## src/rtl/multicycle_datapath_if.sv

```systemverilog
// Instruction and data memory bus for multicycle_datapath.
// master: the core (drives requests); slave: the memory side (drives acks/data).
//   imem_req/imem_addr   fetch request and byte address
//   imem_ack/imem_rdata  fetch acknowledge and 32-bit instruction word
//   dmem_req/dmem_we/dmem_addr/dmem_wdata  data request, write enable, address, write data
//   dmem_ack/dmem_rdata  data acknowledge and read data
interface multicycle_datapath_if #(
  parameter int unsigned DATA_W = 32
);
  logic              imem_req;
  logic [DATA_W-1:0] imem_addr;
  logic              imem_ack;
  logic [31:0]       imem_rdata;
  logic              dmem_req;
  logic              dmem_we;
  logic [DATA_W-1:0] dmem_addr;
  logic [DATA_W-1:0] dmem_wdata;
  logic              dmem_ack;
  logic [DATA_W-1:0] dmem_rdata;

  modport master (
    output imem_req, imem_addr, dmem_req, dmem_we, dmem_addr, dmem_wdata,
    input  imem_ack, imem_rdata, dmem_ack, dmem_rdata
  );

  modport slave (
    input  imem_req, imem_addr, dmem_req, dmem_we, dmem_addr, dmem_wdata,
    output imem_ack, imem_rdata, dmem_ack, dmem_rdata
  );
endinterface

```

## src/rtl/multicycle_datapath.sv

```systemverilog
// Multicycle MIPS-subset core: FETCH/DECODE/EXEC/MEM/WB/HALT sequencer with
// register file, single ALU result latch and registered memory requests.
// Ports:
//   Clk       sole clock, rising edge
//   Rst       asynchronous active-low reset
//   bus       memory bus (master side)
//   halted    core stopped (terminal until reset)
//   illegal   the stop was caused by an undecodable instruction
//   dbg_sel   debug register select
//   dbg_data  combinational read of register dbg_sel (0 when out of range)
module multicycle_datapath #(
  parameter int unsigned       DATA_W   = 32,
  parameter int unsigned       NREGS    = 32,
  parameter logic [DATA_W-1:0] PC_RESET = '0
) (
  input  logic                    Clk,
  input  logic                    Rst,
  multicycle_datapath_if.master   bus,
  output logic                    halted,
  output logic                    illegal,
  input  logic [4:0]              dbg_sel,
  output logic [DATA_W-1:0]       dbg_data
);

  localparam int unsigned IDX_W = $clog2(NREGS);

  localparam logic [5:0] OP_R    = 6'h00;
  localparam logic [5:0] OP_ADDI = 6'h08;
  localparam logic [5:0] OP_LW   = 6'h23;
  localparam logic [5:0] OP_SW   = 6'h2B;
  localparam logic [5:0] OP_BEQ  = 6'h04;
  localparam logic [5:0] OP_BNE  = 6'h05;
  localparam logic [5:0] OP_J    = 6'h02;
  localparam logic [5:0] OP_HALT = 6'h3F;

  localparam logic [5:0] F_ADD = 6'h20;
  localparam logic [5:0] F_SUB = 6'h22;
  localparam logic [5:0] F_AND = 6'h24;
  localparam logic [5:0] F_OR  = 6'h25;
  localparam logic [5:0] F_SLT = 6'h2A;
  localparam logic [5:0] F_SLL = 6'h00;
  localparam logic [5:0] F_SRL = 6'h02;

  typedef enum logic [2:0] {FETCH, DECODE, EXEC, MEM, WB, HALT} state_t;

  state_t            state;
  logic [DATA_W-1:0] pc;
  logic [31:0]       ir;
  logic [DATA_W-1:0] a_q, b_q, target_q, res_q;
  logic [DATA_W-1:0] rf [NREGS];

  // Instruction fields
  logic [5:0]        op, funct;
  logic [4:0]        shamt;
  logic [IDX_W-1:0]  rs_idx, rt_idx, rd_idx, dst_idx;
  logic [DATA_W-1:0] sext_imm;

  assign op       = ir[31:26];
  assign funct    = ir[5:0];
  assign shamt    = ir[10:6];
  assign rs_idx   = ir[21 +: IDX_W];
  assign rt_idx   = ir[16 +: IDX_W];
  assign rd_idx   = ir[11 +: IDX_W];
  assign sext_imm = {{(DATA_W-16){ir[15]}}, ir[15:0]};
  assign dst_idx  = (op == OP_R) ? rd_idx : rt_idx;

  // Decode legality
  logic legal_c;
  always_comb begin
    legal_c = 1'b0;
    case (op)
      OP_R: legal_c = (funct == F_ADD) || (funct == F_SUB) || (funct == F_AND) ||
                      (funct == F_OR)  || (funct == F_SLT) || (funct == F_SLL) ||
                      (funct == F_SRL);
      OP_ADDI, OP_LW, OP_SW, OP_BEQ, OP_BNE, OP_J: legal_c = 1'b1;
      default: legal_c = 1'b0;
    endcase
  end

  // R-type ALU; shifts operate on rt as in MIPS
  logic [DATA_W-1:0] alu_r_c;
  always_comb begin
    alu_r_c = '0;
    case (funct)
      F_ADD:   alu_r_c = a_q + b_q;
      F_SUB:   alu_r_c = a_q - b_q;
      F_AND:   alu_r_c = a_q & b_q;
      F_OR:    alu_r_c = a_q | b_q;
      F_SLT:   alu_r_c = {{(DATA_W-1){1'b0}}, ($signed(a_q) < $signed(b_q))};
      F_SLL:   alu_r_c = b_q << shamt;
      F_SRL:   alu_r_c = b_q >> shamt;
      default: alu_r_c = '0;
    endcase
  end

  // Debug read port; register 0 and out-of-range selects read as zero
  logic [IDX_W-1:0] dbg_idx;
  assign dbg_idx  = dbg_sel[IDX_W-1:0];
  assign dbg_data = ((32'(dbg_sel) < NREGS) && (dbg_idx != '0)) ? rf[dbg_idx] : '0;

  // Sequencer and datapath registers
  always_ff @(posedge Clk or negedge Rst) begin
    if (!Rst) begin
      state          <= FETCH;
      pc             <= PC_RESET;
      ir             <= '0;
      a_q            <= '0;
      b_q            <= '0;
      target_q       <= '0;
      res_q          <= '0;
      halted         <= 1'b0;
      illegal        <= 1'b0;
      bus.imem_req   <= 1'b0;
      bus.dmem_req   <= 1'b0;
      bus.dmem_we    <= 1'b0;
      bus.dmem_addr  <= '0;
      bus.dmem_wdata <= '0;
      for (int i = 0; i < NREGS; i++) rf[i] <= '0;
    end else begin
      case (state)
        FETCH: begin
          // Request is low only in the first cycle after reset
          if (!bus.imem_req) begin
            bus.imem_req <= 1'b1;
          end else if (bus.imem_ack) begin
            ir           <= bus.imem_rdata;
            pc           <= pc + DATA_W'(4);
            bus.imem_req <= 1'b0;
            state        <= DECODE;
          end
        end
        DECODE: begin
          a_q      <= rf[rs_idx];
          b_q      <= rf[rt_idx];
          target_q <= pc + {sext_imm[DATA_W-3:0], 2'b00};
          if (op == OP_HALT) begin
            halted <= 1'b1;
            state  <= HALT;
          end else if (!legal_c) begin
            halted  <= 1'b1;
            illegal <= 1'b1;
            state   <= HALT;
          end else begin
            state <= EXEC;
          end
        end
        EXEC: begin
          case (op)
            OP_R: begin
              res_q <= alu_r_c;
              state <= WB;
            end
            OP_ADDI: begin
              res_q <= a_q + sext_imm;
              state <= WB;
            end
            OP_LW, OP_SW: begin
              bus.dmem_addr  <= a_q + sext_imm;
              bus.dmem_wdata <= b_q;
              bus.dmem_we    <= (op == OP_SW);
              bus.dmem_req   <= 1'b1;
              state          <= MEM;
            end
            OP_BEQ, OP_BNE: begin
              if ((a_q == b_q) == (op == OP_BEQ)) pc <= target_q;
              bus.imem_req <= 1'b1;
              state        <= FETCH;
            end
            default: begin
              // Only OP_J reaches here after decode
              pc           <= {pc[DATA_W-1:28], ir[25:0], 2'b00};
              bus.imem_req <= 1'b1;
              state        <= FETCH;
            end
          endcase
        end
        MEM: begin
          if (bus.dmem_ack) begin
            bus.dmem_req <= 1'b0;
            bus.dmem_we  <= 1'b0;
            if (bus.dmem_we) begin
              bus.imem_req <= 1'b1;
              state        <= FETCH;
            end else begin
              res_q <= bus.dmem_rdata;
              state <= WB;
            end
          end
        end
        WB: begin
          if (dst_idx != '0) rf[dst_idx] <= res_q;
          bus.imem_req <= 1'b1;
          state        <= FETCH;
        end
        default: begin
          state <= HALT;
        end
      endcase
    end
  end

  assign bus.imem_addr = pc;

endmodule

```

## src/flat_wrapper.sv

```systemverilog
// flat-port wrapper written by rule: the top's interface ports become plain ports
module multicycle_datapath_flat 
#(
  parameter int unsigned       DATA_W   = 32,
  parameter int unsigned       NREGS    = 32,
  parameter logic [DATA_W-1:0] PC_RESET = '0
)
  (Clk, Rst, halted, illegal, dbg_sel, dbg_data, bus_imem_req, bus_imem_addr, bus_dmem_req, bus_dmem_we, bus_dmem_addr, bus_dmem_wdata, bus_imem_ack, bus_imem_rdata, bus_dmem_ack, bus_dmem_rdata);
  multicycle_datapath_if #(.DATA_W(DATA_W)) bus_i ();
  input  logic Clk;
  input  logic Rst;
  output logic halted;
  output logic illegal;
  input  logic [4:0] dbg_sel;
  output logic [DATA_W-1:0] dbg_data;
  output wire logic [$bits(bus_i.imem_req)-1:0] bus_imem_req;
  output wire logic [$bits(bus_i.imem_addr)-1:0] bus_imem_addr;
  output wire logic [$bits(bus_i.dmem_req)-1:0] bus_dmem_req;
  output wire logic [$bits(bus_i.dmem_we)-1:0] bus_dmem_we;
  output wire logic [$bits(bus_i.dmem_addr)-1:0] bus_dmem_addr;
  output wire logic [$bits(bus_i.dmem_wdata)-1:0] bus_dmem_wdata;
  input wire logic [$bits(bus_i.imem_ack)-1:0] bus_imem_ack;
  input wire logic [$bits(bus_i.imem_rdata)-1:0] bus_imem_rdata;
  input wire logic [$bits(bus_i.dmem_ack)-1:0] bus_dmem_ack;
  input wire logic [$bits(bus_i.dmem_rdata)-1:0] bus_dmem_rdata;
  assign bus_imem_req = bus_i.imem_req;
  assign bus_imem_addr = bus_i.imem_addr;
  assign bus_dmem_req = bus_i.dmem_req;
  assign bus_dmem_we = bus_i.dmem_we;
  assign bus_dmem_addr = bus_i.dmem_addr;
  assign bus_dmem_wdata = bus_i.dmem_wdata;
  assign bus_i.imem_ack = bus_imem_ack;
  assign bus_i.imem_rdata = bus_imem_rdata;
  assign bus_i.dmem_ack = bus_dmem_ack;
  assign bus_i.dmem_rdata = bus_dmem_rdata;
  multicycle_datapath #(.DATA_W(DATA_W), .NREGS(NREGS), .PC_RESET(PC_RESET)) u_core (.Clk(Clk), .Rst(Rst), .bus(bus_i), .halted(halted), .illegal(illegal), .dbg_sel(dbg_sel), .dbg_data(dbg_data));
endmodule
```

## config.mk

```make
export PLATFORM = sky130hd
export DESIGN_NAME = multicycle_datapath_flat
export DESIGN_NICKNAME = d
export VERILOG_FILES = /design/src/rtl/multicycle_datapath_if.sv /design/src/rtl/multicycle_datapath.sv /design/src/flat_wrapper.sv
export SDC_FILE = /design/constraint.sdc
export NUM_CORES = 2
export LEC_CHECK = 0
export CORE_MARGIN = 2
export CORE_UTILIZATION = 45
export CTS_CLUSTER_SIZE = 30
export DETAILED_ROUTE_END_ITERATION = 6
export PLACE_DENSITY = 0.59
export SLEW_MARGIN = 20
export SYNTH_ARGS = -nofsm -noshare
export SYNTH_HDL_FRONTEND = slang
export SYNTH_SLANG_ARGS = --single-unit
```

## constraint.sdc

```tcl
create_clock -name Clk -period 4.9 [get_ports Clk]
set_clock_uncertainty 0.2 [all_clocks]
set_input_delay 0.98 -clock Clk [delete_from_list [all_inputs] [get_ports Clk]]
set_output_delay 0.98 -clock Clk [all_outputs]
set_load 0.01 [all_outputs]
```

== Word-level counts from Yosys, hierarchy flattened ==
Cells that the tools add are included.
Widths: inputs -> output; s select.

* Add/sub/neg operators: 5
* $lt $le $gt $ge: 6
* Equal/unequal tests: 31
* Shifts and indexed selects: 2
* Multiplexer cells: 46
* Bitwise operators: 8
* Reduce and logical (&&, ||, !) cells: 31

{| class="wikitable"
|+ Operators by type and width
! cell !! count
|-
| $bwmux 1024 || 1
|-
| $bmux 32 s5 || 3
|-
| $mux 32 || 13
|-
| $pmux 32 s2 || 4
|-
| $pmux 32 s7 || 1
|-
| $demux 32 s5 || 1
|-
| $add 32x32->32 || 3
|-
| $eq 6x6->1 const B || 8
|-
| $add 32x3->32 const B || 1
|-
| $and 32x32->32 || 1
|-
| $eq 32x32->1 || 1
|-
| $lt 32x32->1 || 1
|-
| $or 32x32->32 || 1
|-
| $shl 32x5->32 || 1
|-
| $shr 32x5->32 || 1
|-
| $sub 32x32->32 || 1
|-
| $ge 6x6->1 const B || 4
|-
| $not 5->6 || 4
|-
| $mux 3 || 6
|-
| $pmux 3 s5 || 1
|-
| $eq 6x2->1 const B || 2
|-
| $eq 6x3->1 const B || 2
|-
| $logic_not 6->1 || 2
|-
| $ne 2x2->1 const B || 6
|-
| other kinds (28) || 60
|}

* Register bits: 1288
* Bits of input ports: 73

== Longest topological paths before layout ==
* Depth after elaboration: 11
* Mapped depth: 15
* Gate-level depth less buffers: 13

== Worst setup path after synthesis ==
OpenSTA, ideal clock, no wires.

* Path kind: input to output
* Start: input port dbg_sel[0]
* End: output port dbg_data[10]
* Arrival time: 3.171 ns
* Required time: 3.720 ns
* Slack: 0.549 ns
* Stages on the path: 7
* Path buffers: 3
* Cell sequence: clkbuf_1 buf_2 buf_1 mux4_2 mux4_2 mux2i_1 nor2_1

* Longest elaborated chain between the ends: 5
* Elaborated cells on any way between the ends: 6

{| class="wikitable"
|+ Ends and longest elaborated chain
! what !! RTL line !! source
|-
| start, declared || flat_wrapper.sv:14 || <nowiki>input logic [4:0] dbg_sel;</nowiki>
|-
| $not 5->6 (not written as such) || multicycle_datapath.sv:99 || <nowiki>assign dbg_data = ((32'(dbg_sel) < NREGS) && (dbg_idx != '0)) ? rf[dbg_idx] : '0;</nowiki>
|-
| $bmux 32 s5 || multicycle_datapath.sv:99 ||
|-
| $mux 32 (not written as such) (2 in a row) || multicycle_datapath.sv:99 ||
|-
| $mux 32 * || multicycle_datapath.sv:99 ||
|-
| end, declared || flat_wrapper.sv:15 || <nowiki>output logic [DATA_W-1:0] dbg_data;</nowiki>
|}

Every way passes the cells marked *; elsewhere a longest branch is shown, timed or not. The select of a mux whose other input is x is not followed.

== Final worst setup path ==
* Start: input port dbg_sel[0]
* End: output port dbg_data[0]

The elaborated chain is that of the path after synthesis.

==> qor.csv <==
stage;metric;value;unit
clocking;clock_sinks;1288;
power;p_per_area;570;nW/µm²
setup_path;critPathRequiredTime;3720;ps
clocking;cts_htree_levels;4;
grt;grt_first_pass_wirelength;448;mm
routing;number_of_nets_with_antenna_violations_after_detailed_routing;0;
sta;slew-limit-headroom;25.0;%
routing;routed_wire_length_per_instance;34.0;µm
floorplan;die_h;437;µm
place;routabilityCongestion;1.00;
sta;max_freq;204;MHz
sta;report.final.setup_viol;0;
clocking;worst_skew_pair.late_latency;840;ps
logic_synthesis;mean_instance_size_in_the_synthesized_netlist;13.2;µm²
layout;count_of_filler_cells_inserted_in_the_layout;15670;
layout;stdcell_count;9037;
outcome;status;finished with violations;
sta;worst_slew_pin_slew;1100;ps
routing;avgViaCountPerCell;6.75;
clocking;cts_tree;built;
logic_synthesis;ys_async_sr_fraction;100;%
layout;utilization;51.6;%
setup_path;critical_path_class;input pin to primary output;
place;placedCellCount;8765;
routing;detail_route.drc_violations;2;
grt;grt_start_max_net_pins;169;
routing;route.vias.total;60982;
grt;initial_antenna_violation_count;14;
sta;unrepaired_setup_endpoints_after_global_routing;no;
place;place_area;90700;µm²
clocking;cts.clk_slew.worst_paths;60;ps
setup_path;worst-r2r-setup-slack;120;ps
place;hpwl;206;mm
setup_path;critical_path.max_fanout;13;
floorplan;io_pins;206;
grt;gr-usage-all-layers;32.3;%
layout;final_net_count;6688;
floorplan;rows;158;
sta;hold_ws;213;ps
layout;area_delta_synth_final;13.9;%
routing;route.final.wire_length;307;mm
setup_path;worstReg2RegEnd;u_core.res_q[18];
sta;hold_viol;0;
clocking;cts_made_buffers;148;
layout;final_layout_size_suffix_gt1_share;41.3;%
logic_synthesis;ys_dominant_reg_cell;sky130_fd_sc_hd__dfrtp_1;
layout;fin_area;95900;µm²
floorplan;start_util;45.4;%
logic_synthesis;seq_area_frac_synth;38.3;%
outcome;failed_checks;design-rule violations;
min_path;hold_end;u_core.rf[1002];
floorplan;core_region;186000;µm²
clocking;postCtsSetupBuffers;0;
clocking;ctsLongestPathBuffers;3;
setup_path;cp_slowest_cell;sky130_fd_sc_hd__mux4_2;
clocking;cts_root_buf;sky130_fd_sc_hd__clkbuf_16;
layout;multiInputGateArea;49300;µm²
sta;slew_viol_final;0;
layout;layout_commonest_cell;sky130_fd_sc_hd__dfrtp_1;
setup_path;r2r-start;u_core.b_q[15];
min_path;hold_path_class;flop to flop;
sta;final_min_period_over_clock_period;99.9;%
grt;first_global_vias;61056;
layout;ff_latch_area;32300;µm²
setup_path;cp_arrival;3710;ps
logic_synthesis;synth_enable_flop_cells;0;
floorplan;dieWidth;437;µm
setup_path;crit_chain;buf_12, bufbuf_16, mux4_2, mux4_2, mux2i_4, buf_4, nor2_1, clkdlybuf4s50_1;
setup_path;crit_path_end_kind;primary output;
logic_synthesis;mappedNetlistArea;84200;µm²
layout;mostFrequentLayoutCells;1,261 x sky130_fd_sc_hd__dfrtp_1, 1,026 x sky130_fd_sc_hd__mux2_2, 1,011 x sky130_fd_sc_hd__mux4_2, 421 x sky130_fd_sc_hd__nand2_1, 310 x sky130_fd_sc_hd__o21ai_0;
logic_synthesis;yosys_register_bits;1288;
power;p_leak;41.2;nW
place;placement.io_buffers;205;
setup_path;cpMostUsedCell;sky130_fd_sc_hd__mux4_2;
setup_path;max_stage_delay;530;ps
routing;firstDrtPassIters;7;
logic_synthesis;synth.lib_cells_used.distinct;92;
flow_run;cap_viol_max_count;0;
setup_path;start_kind;input pin;
logic_synthesis;postSynthCellCount;6385;
logic_synthesis;synth.yosys.warnings;0;
min_path;hold_start;u_core.rf[1002];
grt;grt_overflow;0;
power;ir_worst_vdd;664;µV
floorplan;die_outline_area;191000;µm²
routing;drt-initial-drc-count;6367;
min_path;worst_hold_path.num_cells;0;
setup_path;ff2ff_path_depth;10;
logic_synthesis;syn-num-nets;6636;
sta;period_minus_slack;4890;ps
repair_timing:
action / in CTS / in global routing
endpoints found under the hold margin: 93 / 0
hold buffers: 1 / 0
gates resized for setup: 16 / 0
endpoints found under the setup margin: 7 / 0
cells in the mapped netlist (all sizes together), types with 11 or more instances:
cell type	count	share of area [%]
dfrtp	1288	38
mux2	1026	14
mux4	1011	27
nand2	435	1.9
clkbuf	382	1.7
o21ai	318	1.9
buf	242	1.3
nor2	239	1.1
a21oi	230	1.4
ha	174	2.6
mux2i	161	1.9
inv	127	0.57
nand3	66	0.39
nor3	56	0.35
a21o	50	0.45
a31oi	41	0.30
xnor2	36	0.37
a211oi	33	0.31
o21bai	29	0.26
o211ai	27	0.25
xor2	27	0.28
nand2b	26	0.19
o221ai	23	0.24
o31ai	23	0.21
and3	22	0.16
or3	21	0.16
o22ai	19	0.14
a221oi	18	0.19
nor2b	18	0.13
o21a	18	0.16
a221o	17	0.20
nor4	17	0.13
and2	13	0.097
nand4	12	0.097
a2111oi	11	0.14
o2111ai	11	0.11
metrics by stage:
| stage | setup WS [ps] | TNS, ps | total power, mW |
|---|---|---|---|
| global route | 0.358 | 0 | 57.0 |
| floorplan | 549 | 0 | 32.9 |
| CTS | 47.5 | 0 | 54.4 |
| global placement | -350 | -1490 | 42.4 |
| detailed placement | -389 | -1530 | 42.7 |
| finish | 6.90 | 0 | 54.6 |
power breakdown:
group	switching [mW]	internal (mW)	total (mW)
logic	14.3	11.6	25.9
clock network	4.86	6.73	11.6
registers	4.03	13.1	17.1
layer usage:
metal / wire, µm / part of all wire, % / GRT usage, % / vias up
met1: 122000 / 40 / 43.4 / 32244
met4: 15400 / 5.0 / 14.1 / 16
li1: - / - / - / 24881
met2: 141000 / 46 / 49.8 / 3125
met5: 105 / 0.034 / 0 / -
met3: 28000 / 9.1 / 8.00 / 716
critical path, delay by kind of cell:
family	cells	cell delay [ps]
buffers and inverters	4	1220
multiplexers	3	1400
AND/OR/NAND/NOR	1	50
sequential cells by signal (all words and copies together) (netlist names):
name	flops
u_core.a_q	32
u_core.b_q	32
u_core.bus.dmem_addr	32
u_core.bus.dmem_req	1
u_core.bus.dmem_wdata	32
u_core.bus.dmem_we	1
u_core.bus.imem_addr	32
u_core.bus.imem_req	1
u_core.halted	1
u_core.illegal	1
u_core.ir	32
u_core.res_q	32
u_core.rf	1024
u_core.state	3
u_core.target_q	32
how the worst max path moves through the flow:
stage	startpoint	end	depth (start not counted)
after global routing	dbg_sel[0]	dbg_data[0]	9
after floorplan	dbg_sel[0]	dbg_data[10]	7
after global placement	dbg_sel[0]	dbg_data[0]	9
after CTS	dbg_sel[0]	dbg_data[0]	8
final	dbg_sel[0]	dbg_data[0]	8
after detailed placement	dbg_sel[0]	dbg_data[0]	9
cells by family after synthesis:
group	Yosys count	synth area share, %
muxes	2198	42.7
DFF	1288	38.3
and+or+nand+nor	961	5.06
AOI/OAI and AO/OA	945	7.06
buffers and inverters	752	3.60
adders and majority gates	178	2.68
xor gates and xnor gates	63	0.655
layout make-up:
cell class	instances	share of cell area, %
inverters	128	0.501
multi-input cells	4345	51.4
diodes	2	0.00522
flip-flops and latches	1288	33.7
clock inverters	59	0.882
well taps	2480	3.24
repair buffers	526	5.90
clock buffers	209	4.34
(Power assumes the default switching activity.)
